===== config.mk =====
export PLATFORM = sky130hd
export DESIGN_NAME = button_debounce_array
export DESIGN_NICKNAME = d
export VERILOG_FILES = /design/src/rtl/button_pkg.sv /design/src/rtl/button_debounce_channel.sv /design/src/rtl/button_debounce_array.sv
export SDC_FILE = /design/constraint.sdc
export NUM_CORES = 1
export LEC_CHECK = 0
export BUFFER_PORTS_ARGS = -buffer_cell sky130_fd_sc_hd__buf_2
export CAP_MARGIN = 40
export CORE_MARGIN = 4
export CORE_UTILIZATION = 53
export DETAILED_ROUTE_END_ITERATION = 10
export HOLD_SLACK_MARGIN = 0.02
export MAX_ROUTING_LAYER = met4
export PLACE_DENSITY = 0.79
export SKIP_CTS_REPAIR_TIMING = 1
export SLEW_MARGIN = 0
export SYNTH_ARGS = -nofsm -noshare
export SYNTH_HDL_FRONTEND = slang
export SYNTH_HIERARCHICAL = 1
export SYNTH_SLANG_ARGS = --single-unit

===== constraint.sdc =====
create_clock -name clk -period 4.8 [get_ports clk]
set_input_delay 1.44 -clock clk [delete_from_list [all_inputs] [get_ports clk]]
set_output_delay 1.44 -clock clk [all_outputs]
set_load 0.02 [all_outputs]

===== src/rtl/button_pkg.sv =====
// Shared types and sizing helpers for the button debounce array.
// Hold FSM state encoding plus counter-width functions.
package button_pkg;

  typedef enum logic [1:0] {
    IDLE,
    HOLDING,
    REPEATING,
    DONE
  } hold_st_e;

  function automatic int unsigned cnt_w(input int unsigned v);
    return (v == 0) ? 1 : $clog2(v + 1);
  endfunction

  function automatic int unsigned umax(
    input int unsigned a,
    input int unsigned b
  );
    return (a > b) ? a : b;
  endfunction

endpackage


===== src/rtl/button_debounce_channel.sv =====
// One button channel: 3-flop sync, debounce, press/release, hold FSM.
// Ports: clk, rst, tick_i, raw_i -> state_o, press_o, release_o, long_o, repeat_o.
module button_debounce_channel
  import button_pkg::*;
#(
  parameter bit          ACTIVE_LOW     = 1'b1,
  parameter int unsigned DEBOUNCE_TICKS = 16384,
  parameter int unsigned HOLD_TICKS     = 0,
  parameter int unsigned REPEAT_TICKS   = 0
) (
  input  logic clk,
  input  logic rst,
  input  logic tick_i,
  input  logic raw_i,
  output logic state_o,
  output logic press_o,
  output logic release_o,
  output logic long_o,
  output logic repeat_o
);

  localparam int unsigned DW = cnt_w(DEBOUNCE_TICKS);
  localparam int unsigned HW = cnt_w(umax(HOLD_TICKS, REPEAT_TICKS));
  localparam logic [DW-1:0] DEB_LAST  = DW'(DEBOUNCE_TICKS - 1);
  localparam logic [HW-1:0] HOLD_LAST = HW'(HOLD_TICKS - 1);
  localparam logic [HW-1:0] REP_LAST  = HW'(REPEAT_TICKS - 1);

  logic [2:0]    sync_q, sync_d;
  logic          sync_p;
  logic          state_q, state_d;
  logic [DW-1:0] dcnt_q, dcnt_d;
  logic          press_q, press_d;
  logic          rel_q, rel_d;
  logic          long_q, long_d;
  logic          rep_q, rep_d;
  hold_st_e      st_q, st_d;
  logic [HW-1:0] hcnt_q, hcnt_d;

  always_comb begin
    sync_d  = {sync_q[1:0], raw_i};
    sync_p  = sync_q[2] ^ ACTIVE_LOW;
    state_d = state_q;
    dcnt_d  = dcnt_q;
    if (sync_p == state_q) begin
      dcnt_d = '0;
    end else if (tick_i) begin
      if (dcnt_q == DEB_LAST) begin
        state_d = ~state_q;
        dcnt_d  = '0;
      end else begin
        dcnt_d = dcnt_q + DW'(1);
      end
    end
    press_d = state_d & ~state_q;
    rel_d   = ~state_d & state_q;
  end

  // Release on the same edge as a terminal count wins: the
  // FSM keys off state_d, so no long/repeat pulse is emitted.
  always_comb begin
    st_d   = st_q;
    hcnt_d = hcnt_q;
    long_d = 1'b0;
    rep_d  = 1'b0;
    if (HOLD_TICKS == 0 || !state_d) begin
      st_d   = IDLE;
      hcnt_d = '0;
    end else begin
      unique case (st_q)
        IDLE: begin
          if (press_d) begin
            st_d   = HOLDING;
            hcnt_d = '0;
          end
        end
        HOLDING: begin
          if (tick_i) begin
            if (hcnt_q == HOLD_LAST) begin
              long_d = 1'b1;
              hcnt_d = '0;
              st_d   = (REPEAT_TICKS == 0) ? DONE : REPEATING;
            end else begin
              hcnt_d = hcnt_q + HW'(1);
            end
          end
        end
        REPEATING: begin
          if (tick_i) begin
            if (hcnt_q == REP_LAST) begin
              rep_d  = 1'b1;
              hcnt_d = '0;
            end else begin
              hcnt_d = hcnt_q + HW'(1);
            end
          end
        end
        DONE: begin
          hcnt_d = '0;
        end
      endcase
    end
  end

  always_ff @(posedge clk) begin
    if (rst) begin
      sync_q  <= {3{ACTIVE_LOW}};
      state_q <= 1'b0;
      dcnt_q  <= '0;
      press_q <= 1'b0;
      rel_q   <= 1'b0;
      long_q  <= 1'b0;
      rep_q   <= 1'b0;
      st_q    <= IDLE;
      hcnt_q  <= '0;
    end else begin
      sync_q  <= sync_d;
      state_q <= state_d;
      dcnt_q  <= dcnt_d;
      press_q <= press_d;
      rel_q   <= rel_d;
      long_q  <= long_d;
      rep_q   <= rep_d;
      st_q    <= st_d;
      hcnt_q  <= hcnt_d;
    end
  end

  assign state_o   = state_q;
  assign press_o   = press_q;
  assign release_o = rel_q;
  assign long_o    = long_q;
  assign repeat_o  = rep_q;

endmodule


===== src/rtl/button_debounce_array.sv =====
// N-channel button debouncer with press/release/long/repeat pulses.
// Ports: clk, rst, tick, btn_raw[N] -> btn_state/press/release/long/repeat[N].
module button_debounce_array
  import button_pkg::*;
#(
  parameter int unsigned NUM_BTN        = 8,
  parameter bit          ACTIVE_LOW     = 1'b1,
  parameter int unsigned DEBOUNCE_TICKS = 16384,
  parameter int unsigned HOLD_TICKS     = 0,
  parameter int unsigned REPEAT_TICKS   = 0
) (
  input  logic               clk,
  input  logic               rst,
  input  logic               tick,
  input  logic [NUM_BTN-1:0] btn_raw,
  output logic [NUM_BTN-1:0] btn_state,
  output logic [NUM_BTN-1:0] btn_press,
  output logic [NUM_BTN-1:0] btn_release,
  output logic [NUM_BTN-1:0] btn_long,
  output logic [NUM_BTN-1:0] btn_repeat
);

  for (genvar i = 0; i < NUM_BTN; i++) begin : g_ch
    button_debounce_channel #(
      .ACTIVE_LOW    (ACTIVE_LOW),
      .DEBOUNCE_TICKS(DEBOUNCE_TICKS),
      .HOLD_TICKS    (HOLD_TICKS),
      .REPEAT_TICKS  (REPEAT_TICKS)
    ) u_ch (
      .clk      (clk),
      .rst      (rst),
      .tick_i   (tick),
      .raw_i    (btn_raw[i]),
      .state_o  (btn_state[i]),
      .press_o  (btn_press[i]),
      .release_o(btn_release[i]),
      .long_o   (btn_long[i]),
      .repeat_o (btn_repeat[i])
    );
  end

endmodule


# Word level (Yosys, flattened, before mapping)
# Cells that the tools add are included.
[totals]
reg_bits = 168
latch_bits = 0
mem_bits_rw = 0
romBits = 0
input_bits = 11
out_inout_bits = 40
wordCells = 144
mem_count = 0
[op_classes]
addsub = 8
multipliers = 0
div = 0
magnitude_cmp = 0
n_eq_ne = 16
n_shift = 0
mux = 32
bitwise = 40
reduce_logical = 8
[ops]
columns = ["operator", "count"]
rows = [
  ["adder 15 x 1 -> 15 bit (second input constant)", 8],
  ["== test 15 x 14 -> 1 bit (second input constant)", 8],
  ["2-to-1 mux 15 bit", 8],
  ["2-to-1 mux 1 bit", 24],
  ["inverter 1 bit", 24],
  ["bitwise AND 1 bit", 16],
  ["OR reduction 2 bit", 8],
  ["== test 1 bit", 8],
]

# Depth between registers and ports, before layout
# Gate-level depths: netlist (run 1).
[depth]
ltp_word = 6
ltp_mapped = 7
ltp_nobuf = 5

# Hierarchy
# Netlist (run 1), hierarchy kept.
[by_module_without_submodules]
columns = ["mod", "n_inst", "cells_each", "area_each_um2", "seq_area_each_um2"]
rows = [
  ["button_debounce_channel at g_ch[0].u_ch ...", 7, 93, 879.6, 420.4],
  ["button_debounce_channel at g_ch[4].u_ch", 1, 92, 903.4, 420.4],
]

# Least setup slack after synthesis (run 1)
# No wires, ideal clock.
[synth_path]
path_kind = "input port to flip-flop"
start = "input tick"
end = "register g_ch[0].u_ch.dcnt_q[12]"
setup_ps = 115
t_arrival_ps = 2333
required_time_ps = 4685
path_slack_ps = 2353
path_stages = 5
n_path_buf = 1
cell_sequence = "nand4_1 > or4_4 > nand2_2 > buf_6 > nor2_1"
[synth_rtl]
columns = ["element", "line_no", "rtl"]
rows = [
  ["start, declared", "button_debounce_array.sv:14", "input logic tick,"],
  ["end signal, assigned", "button_debounce_channel.sv:118", "dcnt_q <= dcnt_d;"],
  ["end, declared", "button_debounce_channel.sv:31", "logic [DW-1:0] dcnt_q, dcnt_d;"],
]

==> run_results.csv, run 1 <==
group,metric,value,unit
synth,netlist.top_cell.by_area,"dfxtp_1",
layout,final_layout_size_suffix_gt1_share,17.7,%
power_and_ir_drop,p_leak,2.83,nW
sta,post-route-period-util,63.0,%
synth,syn_area_per_cell,9.50,sq um
worst_setup_path,critical-path-top-delay-family,"simple AND/OR/NAND/NOR gates",
detailed_routing,via_count,5080,
layout,nets,784,
worst_setup_path,cp.required,5.10,ns
placed_design,place.gp.congestion,0.830,
sta,slew_headroom,45.0,%
worst_setup_path,cp_slowest_cell,"buf_2",
detailed_routing,drt_iter0_markers,295,
layout,fillers,1078,
clock_tree,clockBufferDepth,2,
sta,tightest_slew,0.825,ns
clock_tree,cts.htree.levels,4,
floorplan,dieArea,15200,sq um
layout,area_delta_synth_final,10.2,%
global_route,gr-total-overflow,0,
detailed_routing,drt-pass1-iter-count,5,
synth,ys_ff_latch,168,
power_and_ir_drop,ir_drop,372,uV
synth,mappedNetlistArea,7060,sq um
global_route,grt_pass1_wl,21600,um
worst_setup_path,slowest_delay,0.62,ns
layout,layout.cells.most_common,"dfxtp_1",
global_route,grt_pass1_vias,4877,
floorplan,initial_utilization,55.1,%
clock_tree,numCtsBuffers,17,
sta,rsz0062_at_grt,"no",
worst_setup_path,cp.buffers_inverters,1,
power_and_ir_drop,power,0.00281,W
sta,hold_viol_final,0,
layout,layout_common_cells,"dfxtp_1, nor2_1, xor2_1",
clock_tree,cts_tree,"yes",
worst_setup_path,crit_chain,"buf_2 > nand4_1 > or4_4 > nand2_2 > nor2_1",
synth,yosysWarnings,6,
clock_tree,clock_latency,0.42,ns
global_route,grt.total_usage,18.1,%
synth,synth_top_area_share,47.6,%
worst_setup_path,critPathMaxFanout,42,
layout,multi_input_comb_area,3330,sq um
sta,finalClockSkew,0.00734,ns
detailed_routing,drtAntennaViolNets,0,
detailed_routing,vias_per_cell,5.35,
floorplan,ios,51,
detailed_routing,routedWlPerCell,13.3,um
global_route,antenna_found_initial,0,
worst_setup_path,cp-start-kind,"primary input",
synth,yosysSeqAreaShare,47.6,%
floorplan,core,12800,sq um
placed_design,hpwl,8720,um
layout,seq_area,3360,sq um
sta,setup_violations,0,
clock_tree,cts.sinks,168,
layout,diodes,0,
status,status,"complete, no violations",
global_route,grt_max_degree,47,
sta,slew_viol_final,0,
worst_setup_path,endpoint_kind,"flop",
clock_tree,clock-root-buffer,"clkbuf_16",
sta,max_freq,0.330,GHz
sta,setup_tns,0,ns
placed_design,io_buffers,34,
job,maxCapViolCount,0,
power_and_ir_drop,p_per_area,361,nW/um^2
clock_tree,clk_pin_slew,0.06,ns
floorplan,row_count,41,
detailed_routing,drc,0,
sta,hold_ws,0.402,ns
sta,fin_crit,3.03,ns
worst_setup_path,arrival,3.33,ns
synth,synthCells,743,
floorplan,die_w,123,um
worst_setup_path,crit_type,"in2reg",
min_path,hold_path_class,"reg2reg",
floorplan,die_height,123,um
detailed_routing,wirelength,12700,um
synth,synth_cell_type_count,35,
synth,synth.area.top_cells,"dfxtp_1, xor2_1, nor2_1",
==> synthesized netlist by cell type (all sizes together) <==
cell and n:
dfxtp 168, nor2 104, xor2 50, nand4 47, nand3 39, xnor2 39, buf 34, or2 32
nand2 26, and4 25, and3 24, inv 23, a21oi 16, mux2i 16, nor3 16, o21ai 15
conb 8, ha 8, o311a 8, or3 8, a21boi 7, clkbuf 7, nand3b 7, nor4 7
or4 7, and2 1, and3b 1
==> registers in the layout, indices dropped and copies added, names as in the netlist <==
name	count
g_ch.u_ch/dcnt_q	120
g_ch.u_ch/sync_q	24
g_ch.u_ch/press_o	8
g_ch.u_ch/release_o	8
g_ch.u_ch/state_o	8
==> cell type report <==
class	count	share of cell area (%)
flip-flops and latches	168	43.2
multi-input cells	519	42.8
clock buffers	21	6.18
well taps	172	2.77
repair buffers	36	2.38
clock inverters	11	1.56
inverters	23	1.11
==> stage by stage <==
step / worst slack [ns] / cell area (sq um) / util (%) / instances
3_5_place_dp: 1.35 / 7180 / 56.0 / 918
6_report: 1.77 / 7780 / 60.6 / 950
2_1_floorplan: 2.35 / 7090 / - / 751
5_1_grt: 1.61 / 7780 / 60.6 / 950
3_3_place_gp: 1.42 / 7180 / 56.0 / 918
4_1_cts: 1.80 / 7780 / 60.6 / 950
==> power breakdown <==
group	internal, W	leakage (nW)	switching (W)	total (W)
combinational	0.0000159	1.18	0.0000352	0.0000511
clock	0.000819	0.295	0.000531	0.00135
sequential	0.00140	1.36	0.00000308	0.00141
total	0.00224	2.83	0.000569	0.00281
==> path summary, 6_finish.rpt <==
| check | slack [ns] | endpoint | startpoint | cells after the start |
|---|---|---|---|---|
| setup reg to reg | 3.00 | g_ch[2].u_ch/dcnt_q[4] | g_ch[2].u_ch/dcnt_q[0] | 5 |
| setup / recovery | 1.77 | g_ch[2].u_ch/dcnt_q[4] | tick | 5 |
| hold reg to reg | 0.40 | g_ch[3].u_ch/sync_q[2] | g_ch[3].u_ch/sync_q[1] | 1 |
| hold / removal | 0.40 | g_ch[3].u_ch/sync_q[2] | g_ch[3].u_ch/sync_q[1] | 1 |
==> metal layers <==
metal  part of all wire (%)  wire length (um)  global-route usage, %  up-vias
met5                      0                 0                      -        -
met4                    1.8               227                   6.78        0
met3                    4.4               551                   5.26       27
met2                     49              6230                   29.8       99
met1                     45              5640                   21.0     2373
li1                       -                 -                      -     2581
==> cells by family after synthesis <==
logic type	share of synthesized area, %
AO/OA/AOI/OAI	4.13
XOR/XNOR	11.0
adder cells (fa/ha/maj)	1.42
buffers and inverters	5.69
flip-flops	47.6
multiplexers	2.27
other	0.425
AND/OR/NAND/NOR	27.4
(Power assumes the default switching activity.)
==> run 2: changes to the inputs <==
Settings changed: PLACE_DENSITY 0.79 to 0.82.
Clock period 4.8 ns to 2.7 ns, I/O delays scaled along.
==> run 2 against run 1 <==
Against the previous run:
- final cell count up 0.74%
- die area did not move
- global-route usage fell by 0.40 points
- critical path type unchanged
- critical endpoint is now g_ch[4].u_ch/dcnt_q[13]
- wire length fell by 4.1%
- largest power group unchanged
==> run_results.csv, run 2 (same netlist as run 1, synthesis figures left out) <==
group,metric,value,unit
clock_tree,cts.htree.levels,4,
sta,rsz0062_at_grt,"no",
detailed_routing,drt_iter0_markers,238,
sta,slew_headroom,54.8,%
floorplan,dieArea,15200,sq um
detailed_routing,wirelength,12100,um
detailed_routing,routedWlPerCell,12.7,um
worst_setup_path,arrival,2.38,ns
layout,reg_top3,"g_ch.u_ch/dcnt_q x120, g_ch.u_ch/sync_q x24",
layout,layout.cells.most_common,"dfxtp_1",
sta,max_freq,0.494,GHz
placed_design,hpwl,8210,um
global_route,use_met3,5.58,%
status,status,"complete, no violations",
sta,slew_viol_final,0,
power_and_ir_drop,clkPwrFrac,48.2,%
sta,fin_ws,0.676,ns
floorplan,row_count,41,
worst_setup_path,cp-start-kind,"primary input",
detailed_routing,vias_per_cell,5.24,
layout,fillers,1128,
power_and_ir_drop,switching_share,20.2,%
placed_design,place.gp.congestion,0.812,
clock_tree,clockBufferDepth,2,
global_route,grt_max_degree,34,
detailed_routing,drt-pass1-iter-count,4,
worst_setup_path,cp.required,3.06,ns
layout,final_layout_size_suffix_gt1_share,18.2,%
worst_setup_path,critPathMaxFanout,22,
power_and_ir_drop,p_leak,2.85,nW
layout,utilization,61.0,%
placed_design,io_buffers,34,
clock_tree,numCtsBuffers,17,
global_route,use_met2,27.5,%
placed_design,place_ws,0.247,ns
clock_tree,clk_pin_slew,0.06,ns
power_and_ir_drop,p_per_area,641,nW/um^2
clock_tree,cts.sinks,168,
sta,fin_crit,2.02,ns
global_route,grt_pass1_vias,4661,
floorplan,core,12800,sq um
layout,layout.cells.non_filler,957,
sta,post-route-period-util,75.0,%
sta,tightest_slew,0.679,ns
layout,area_delta_synth_final,10.8,%
power_and_ir_drop,pwr-share-comb,1.9,%
placed_design,numPlacedInstances,925,
power_and_ir_drop,switchingPower,0.00101,W
clock_tree,clock-root-buffer,"clkbuf_16",
global_route,grt.total_usage,17.7,%
layout,final_area,7830,sq um
floorplan,die_w,123,um
floorplan,die_height,123,um
floorplan,initial_utilization,55.1,%
sta,finalClockSkew,0.00597,ns
clock_tree,clock_latency,0.42,ns
detailed_routing,via_count,5015,
layout,diodes,0,
global_route,antenna_found_initial,0,
worst_setup_path,endpoint_kind,"flop",
power_and_ir_drop,ir_drop,418,uV
placed_design,post_dp_cell_area,7230,sq um
global_route,grt_pass1_wl,20800,um
detailed_routing,drtAntennaViolNets,0,
global_route,busiest_layer,"met2",
floorplan,ios,51,
layout,nets,791,
worst_setup_path,crit_type,"in2reg",
worst_setup_path,rrSetupSlack,0.93,ns
global_route,grt_use_met1,21.7,%
layout,largest-register,"g_ch.u_ch/dcnt_q",
layout,largest_register_ff_count,120,
job,maxCapViolCount,0,
detailed_routing,drc,0,
power_and_ir_drop,p_int,0.00400,W
clock_tree,cts_tree,"yes",
layout,layout_common_cells,"dfxtp_1, nor2_1, xor2_1",
min_path,hold_path_class,"reg2reg",
sta,setup_violations,0,
sta,hold_viol_final,0,
power_and_ir_drop,seqPwrFrac,49.9,%
sta,setup_tns,0,ns
global_route,gr-total-overflow,0,
==> run 2: cell count changes in the layout (fill, tap and decap cells not counted), sizes merged <==
| cell | change |
|---|---|
| clkinv | -3 |
| clkbuf | -1 |
| bufinv | +1 |
| buf | +7 |
| clkinvlp | +3 |
==> run 2: through the flow <==
step / hold WS (ns) / total power (W)
floorplan: 0.389 / 0.00263
global placement: 0.392 / 0.00265
detailed placement: 0.394 / 0.00265
CTS: 0.407 / 0.00507
global route: 0.421 / 0.00519
finish: 0.406 / 0.00501
==> run 2: worst max-delay path, stage by stage <==
cell     delay (ns)
buf_2          0.35
buf_4          0.26
and4_1         0.34
nand4_4        0.13
or3_1          0.34
a21oi_2        0.13
==> run 2: routing by layer <==
layer / vias up / part of all wire, %
met5: - / 0
met1: 2329 / 48
met4: 0 / 1.4
met3: 18 / 4.3
li1: 2586 / -
met2: 82 / 46
==> run 2: worst paths after layout <==
check,start,end,cells after the start
worst max register to register,g_ch[6].u_ch/dcnt_q[0],g_ch[6].u_ch/dcnt_q[11],5
worst min register to register,g_ch[4].u_ch/sync_q[1],g_ch[4].u_ch/sync_q[2],1
worst min-delay path,g_ch[4].u_ch/sync_q[1],g_ch[4].u_ch/sync_q[2],1
worst max-delay path,tick,g_ch[4].u_ch/dcnt_q[13],6
==> run 2: layout make-up <==
type	instances	area, sq um	area share [%]
Clock buffer	20	447	5.71
Clock inverter	12	151	1.93
Inverter	23	86.3	1.10
Multi-Input combinational cell	519	3330	42.5
Sequential cell	168	3360	43.0
Tap cell	172	215	2.75
Timing Repair Buffer	43	238	3.04
==> run 2: power groups by stage <==
stage	logic [W]	registers (W)	clock network, W
after floorplan	0.0000745	0.00255	0
after global placement	0.0000944	0.00255	0
after detailed placement	0.0000965	0.00255	0
after CTS	0.0000969	0.00250	0.00247
after global routing	0.000106	0.00250	0.00259
final	0.0000963	0.00250	0.00242
